**config.mk**
```make
export PLATFORM = sky130hd
export DESIGN_NAME = aes_round_ctrl
export DESIGN_NICKNAME = d
export VERILOG_FILES = /design/src/rtl/aes_pkg.sv /design/src/rtl/aes_add_round_key.sv /design/src/rtl/aes_key_step.sv /design/src/rtl/aes_sbox.sv /design/src/rtl/aes_round_ctrl.sv
export SDC_FILE = /design/constraint.sdc
export NUM_CORES = 2
export LEC_CHECK = 0
export ABC_AREA = 1
export CORE_AREA = 2 2 302 304
export DETAILED_ROUTE_END_ITERATION = 8
export DIE_AREA = 0 0 304 306
export PLACE_DENSITY = 0.68
export SLEW_MARGIN = 10
export SYNTH_ARGS = -nofsm -noshare
export SYNTH_HDL_FRONTEND = slang
export SYNTH_SLANG_ARGS = --single-unit
```
**constraint.sdc**
```tcl
create_clock -name clk -period 4.75 [get_ports clk]
set_clock_uncertainty 0.2 [all_clocks]
set_input_delay 1.1875 -clock clk [delete_from_list [all_inputs] [get_ports clk]]
set_output_delay 1.1875 -clock clk [all_outputs]
set_load 0.03 [all_outputs]
```
**src/rtl/aes_pkg.sv**
```systemverilog
// Shared types, constants and lookup helpers for the iterative AES-128 encryption block.
package aes_pkg;

   localparam int NR_DEF = 10;

   typedef logic [127:0] state_t;
   typedef logic [127:0] key_t;
   typedef logic [31:0]  word_t;
   typedef logic [3:0]   round_t;

   typedef enum logic [1:0] {
      IDLE,
      ROUND,
      OUT
   } fsm_t;

   // Forward S-box. The first literal byte (0x63) lands in element 255, so a lookup uses ~x as the index.
   localparam logic [255:0][7:0] SBOX_TBL = {
      128'h637c777bf26b6fc53001672bfed7ab76, 128'hca82c97dfa5947f0add4a2af9ca472c0,
      128'hb7fd9326363ff7cc34a5e5f171d83115, 128'h04c723c31896059a071280e2eb27b275,
      128'h09832c1a1b6e5aa0523bd6b329e32f84, 128'h53d100ed20fcb15b6acbbe394a4c58cf,
      128'hd0efaafb434d338545f9027f503c9fa8, 128'h51a3408f929d38f5bcb6da2110fff3d2,
      128'hcd0c13ec5f974417c4a77e3d645d1973, 128'h60814fdc222a908846eeb814de5e0bdb,
      128'he0323a0a4906245cc2d3ac629195e479, 128'he7c8376d8dd54ea96c56f4ea657aae08,
      128'hba78252e1ca6b4c6e8dd741f4bbd8b8a, 128'h703eb5664803f60e613557b986c11d9e,
      128'he1f8981169d98e949b1e87e9ce5528df, 128'h8ca1890dbfe6426841992d0fb054bb16
   };

   // Round constant consumed when deriving the key for round r (r = 1..10).
   function automatic logic [7:0] rcon(input round_t r);
      case (r)
         4'd1:    return 8'h01;
         4'd2:    return 8'h02;
         4'd3:    return 8'h04;
         4'd4:    return 8'h08;
         4'd5:    return 8'h10;
         4'd6:    return 8'h20;
         4'd7:    return 8'h40;
         4'd8:    return 8'h80;
         4'd9:    return 8'h1b;
         4'd10:   return 8'h36;
         default: return 8'h00;
      endcase
   endfunction

endpackage

```
**src/rtl/aes_add_round_key.sv**
```systemverilog
// AddRoundKey: bitwise XOR of a 128-bit state with a 128-bit subkey.
module aes_add_round_key (
   input  logic [127:0] state,
   input  logic [127:0] rkey,
   output logic [127:0] result
);

   assign result = state ^ rkey;

endmodule

```
**src/rtl/aes_key_step.sv**
```systemverilog
// One AES-128 key-schedule step: derives the next round key from the current one and its Rcon.
module aes_key_step
   import aes_pkg::*;
(
   input  logic [127:0] key,
   input  logic [7:0]   rc,
   output logic [127:0] next_key
);

   word_t w0, w1, w2, w3;
   word_t rot, sub, t;
   word_t n0, n1, n2, n3;

   // Word 0 is the most significant word.
   assign {w0, w1, w2, w3} = key;

   // RotWord moves the top byte of w3 to the bottom.
   assign rot = {w3[23:0], w3[31:24]};

   for (genvar i = 0; i < 4; i++) begin : g_sbox
      aes_sbox u_sbox (
         .a (rot[8*i +: 8]),
         .y (sub[8*i +: 8])
      );
   end

   assign t  = sub ^ {rc, 24'h000000};
   assign n0 = w0 ^ t;
   assign n1 = w1 ^ n0;
   assign n2 = w2 ^ n1;
   assign n3 = w3 ^ n2;

   assign next_key = {n0, n1, n2, n3};

endmodule

```
**src/rtl/aes_sbox.sv**
```systemverilog
// Single AES forward S-box byte substitution (combinational lookup).
module aes_sbox
   import aes_pkg::*;
(
   input  logic [7:0] a,
   output logic [7:0] y
);

   assign y = SBOX_TBL[~a];

endmodule

```
**src/rtl/aes_round_ctrl.sv**
```systemverilog
// Iterative AES-128 encryption sequencer: owns the state and round-key registers, applies the
// key additions and drives an external combinational round datapath once per cycle.
module aes_round_ctrl
   import aes_pkg::*;
#(
   parameter int NR = NR_DEF
) (
   input  logic         clk,
   input  logic         rst,
   input  logic         start,
   input  logic [127:0] key_in,
   input  logic [127:0] data_in,
   output logic         busy,
   output logic         out_valid,
   input  logic         out_ready,
   output logic [127:0] data_out,
   output logic [127:0] rf_state_o,
   output logic         rf_last_o,
   input  logic [127:0] rf_state_i,
   output logic [3:0]   round_o,
   output logic [127:0] rkey_o
);

   localparam round_t LAST_ROUND = round_t'(NR);

   fsm_t   fsm;
   state_t state;
   key_t   rkey;
   round_t round;

   logic   idle;
   key_t   ks_in;
   key_t   ks_out;
   logic [7:0] ks_rc;
   state_t ark_a;
   state_t ark_b;
   state_t ark_y;

   assign idle = (fsm == IDLE);

   // On accept the schedule starts from the cipher key; during rounds it steps the key register.
   assign ks_in = idle ? key_in : rkey;
   assign ks_rc = idle ? rcon(4'd1) : rcon(round + 4'd1);

   aes_key_step u_key_step (
      .key      (ks_in),
      .rc       (ks_rc),
      .next_key (ks_out)
   );

   // Initial whitening on accept, otherwise round-datapath output XOR the current round key.
   assign ark_a = idle ? data_in : rf_state_i;
   assign ark_b = idle ? key_in  : rkey;

   aes_add_round_key u_ark (
      .state  (ark_a),
      .rkey   (ark_b),
      .result (ark_y)
   );

   assign rf_state_o = state;
   assign rf_last_o  = (fsm == ROUND) && (round == LAST_ROUND);
   assign round_o    = round;
   assign rkey_o     = rkey;

   // Sequencer FSM with registered state, key, round counter and handshake outputs.
   always_ff @(posedge clk) begin
      // NOTE: every register here uses <= so all updates in a cycle see the pre-edge values.
      if (rst) begin
         fsm       <= IDLE;
         state     <= '0;
         rkey      <= '0;
         round     <= '0;
         busy      <= 1'b0;
         out_valid <= 1'b0;
         data_out  <= '0;
      end else begin
         case (fsm)
            IDLE: begin
               if (start) begin
                  state <= ark_y;
                  rkey  <= ks_out;
                  round <= 4'd1;
                  busy  <= 1'b1;
                  fsm   <= ROUND;
               end
            end
            ROUND: begin
               state <= ark_y;
               if (round == LAST_ROUND) begin
                  data_out  <= ark_y;
                  busy      <= 1'b0;
                  out_valid <= 1'b1;
                  fsm       <= OUT;
               end else begin
                  rkey  <= ks_out;
                  round <= round + 4'd1;
               end
            end
            OUT: begin
               if (out_ready) begin
                  out_valid <= 1'b0;
                  round     <= '0;
                  rkey      <= '0;
                  fsm       <= IDLE;
               end
            end
            default: fsm <= IDLE;
         endcase
      end
   end

endmodule

```
==> flow_summary.json <==
{
  "mostFrequentLayoutCells": "nand3_1 (1,472), nand2_1 (1,227), clkdlybuf4s50_1 (777)",
  "synth_top_family_by_area": "simple AND/OR/NAND/NOR gates",
  "wl_um": 204000,
  "grt_pass1_wl_um": 288000,
  "fin_crit_sh": 0.969,
  "avgSynthCellArea_um2": 6.10,
  "finalSetupViolCount": 0,
  "critPathLaunchType": "flop",
  "clock.fmax_ghz": 0.217,
  "netlist_instances": 5312,
  "postCtsHoldBufs": 0,
  "antenna_found_initial": 13,
  "synthSimpleGateAreaFrac": 0.431,
  "viasPerCell": 5.80,
  "synth_xor_xnor_area_share": 0.0368,
  "numCtsBuffers": 47,
  "ys_ff_latch": 392,
  "netlist_area_mm2": 0.0324,
  "rows": 110,
  "drcViolationCount": 0,
  "initial_core_util": 0.362,
  "avgRoutedWirePerCell_um": 27.5,
  "layout_commonest_cell": "nand3_1",
  "worst_pin_slew_ns": 1.32,
  "endpoint_kind": "flop",
  "area_growth_pct": 40.5,
  "synthDistinctLibCells": 37,
  "slew_headroom": 0.111,
  "cts.sinks": 392,
  "clock_latency_ns": 0.62,
  "place_area_mm2": 0.0439,
  "final_area_mm2": 0.0455,
  "maxCapViolCount": 0,
  "outcome": "finished clean",
  "ios": 779,
  "overflow": 0,
  "htree_num_levels": 2,
  "synth_compound_area_frac": 0.126,
  "critPathKind": "flop to flop",
  "vias": 43018,
  "finalSetupTns_ns": 0,
  "clock_tree.root_cell": "clkbuf_16",
  "grtUsageTotal": 0.418,
  "die_h_um": 306,
  "hold_viol": 0,
  "cts.path.max_buffers": 3,
  "synth-async-reset-ratio": 0,
  "critPathRequiredTime_ns": 5.01,
  "detail-route-antenna-nets": 0,
  "dr.pass1.iters": 8,
  "cts_tree": "done",
  "port_buffers": 778,
  "muxShareOfSynthArea": 0.0374,
  "ctsResizeCount": 0,
  "synth-edff-count": 0,
  "slew_violations": 0,
  "rsz0062_at_grt": "no",
  "ys.flop_type": "dfxtp_1",
  "syn_nets": 5763,
  "fin_nets": 6645,
  "seq_area_frac_synth": 0.242,
  "grt_max_degree": 118,
  "synth_warnings": 0,
  "cts.clk_slew.worst_paths_ns": 0.06,
  "hold_path_class": "flop to flop",
  "arrival_ns": 4.86,
  "cts_setup_buffers": 0,
  "drive_above_1_share": 0.111,
  "core_mm2": 0.0896,
  "period_needed_ns": 4.60,
  "gp_routability_congestion": 1.06,
  "cp_max_fo": 45,
  "die_area_mm2": 0.0930,
  "die_w_um": 304,
  "synthAdderAreaFrac": 0.0243,
  "dp_hpwl_um": 159000,
  "grt_pass1_vias": 40245,
  "drtIter0Drc": 5152
}
logic make-up (layout without fill, tap and decap cells):
logic type,after synthesis,in the layout
adder cells (fa/ha/maj),63,63
AND/OR/NAND/NOR,3097,3097
multiplexers,121,121
buffers and inverters,770,1689
other,0,6
AO/OA/AOI/OAI,733,733
flip-flops,392,392
XOR/XNOR,136,136
state kept, by name, indices dropped and copies added, names as in the netlist:
signal and cells:
data_out 128, rf_state_o 128, out_valid 1, fsm 2
busy 1, round_o 4, rkey_o 128
metrics by stage:
step	cells	hold slack, ns	util	setup slack [ns]
after floorplan	5312	0.283	-	1.16
after global placement	7321	0.253	0.490	0.0244
after detailed placement	7321	0.260	0.490	0.0497
after CTS	7407	0.269	0.508	0.281
after global routing	7411	0.298	0.508	0.0220
final	7413	0.272	0.508	0.149
final timing paths:
check,from,end,slack (ns),cells after the start
hold reg to reg,out_valid,out_valid,0.27,2
hold / removal,out_valid,out_valid,0.27,2
setup reg to reg,fsm[0],rkey_o[18],0.15,24
setup / recovery,fsm[0],rkey_o[18],0.15,24
metal layers:
metal,track usage,wire (µm),up-vias
met4,0.308,17800,10
met2,0.628,85800,2680
met1,0.519,79000,20155
met3,0.103,21300,606
li1,-,-,19567
met5,0,60,-
worst max-delay path, stage by stage (launching register included):
cell and delay [ns]:
dfxtp_1 0.38, inv_1 0.11, ha_4 0.31, inv_4 0.14, buf_12 0.16, buf_4 0.41, nand2_1 0.12, nand2_2 0.22
buf_4 0.17, ha_1 0.22, inv_1 0.09, nand2_1 0.30, nand3_1 0.22, nand3_1 0.18, nand3_1 0.08, nand3_1 0.14
nand3_1 0.18, nand2_1 0.14, nand2_1 0.07, nand3_1 0.17, nand3_1 0.13, nand2_1 0.10, nand2_1 0.05, nand3_1 0.06
a21oi_1 0.06
cell usage after synthesis (65+ instances only):
library cell	number	share of area
nor2_1	211	0.024
mux2i_1	121	0.037
o21ai_0	307	0.047
o21bai_1	74	0.017
nand3_1	1472	0.23
or2_2	93	0.018
inv_1	376	0.044
a21oi_1	267	0.041
xor2_1	121	0.033
nand2_1	1231	0.14
dfxtp_1	392	0.24
buf_2	161	0.025
o211ai_1	65	0.015
clkbuf_1	148	0.017
cell type report:
| type | instances | area (µm²) |
|---|---|---|
| clock inverters | 18 | 250 |
| diodes | 6 | 15.0 |
| multi-input cells | 4150 | 21300 |
| clock buffers | 68 | 1390 |
| flip-flops and latches | 392 | 7850 |
| repair buffers | 1209 | 11700 |
| well taps | 1176 | 1470 |
| fillers | 9215 | 44100 |
| inverters | 394 | 1490 |
Power is not shown: default switching activity piles up to over one toggle a cycle in this logic, so the estimate is an artifact.
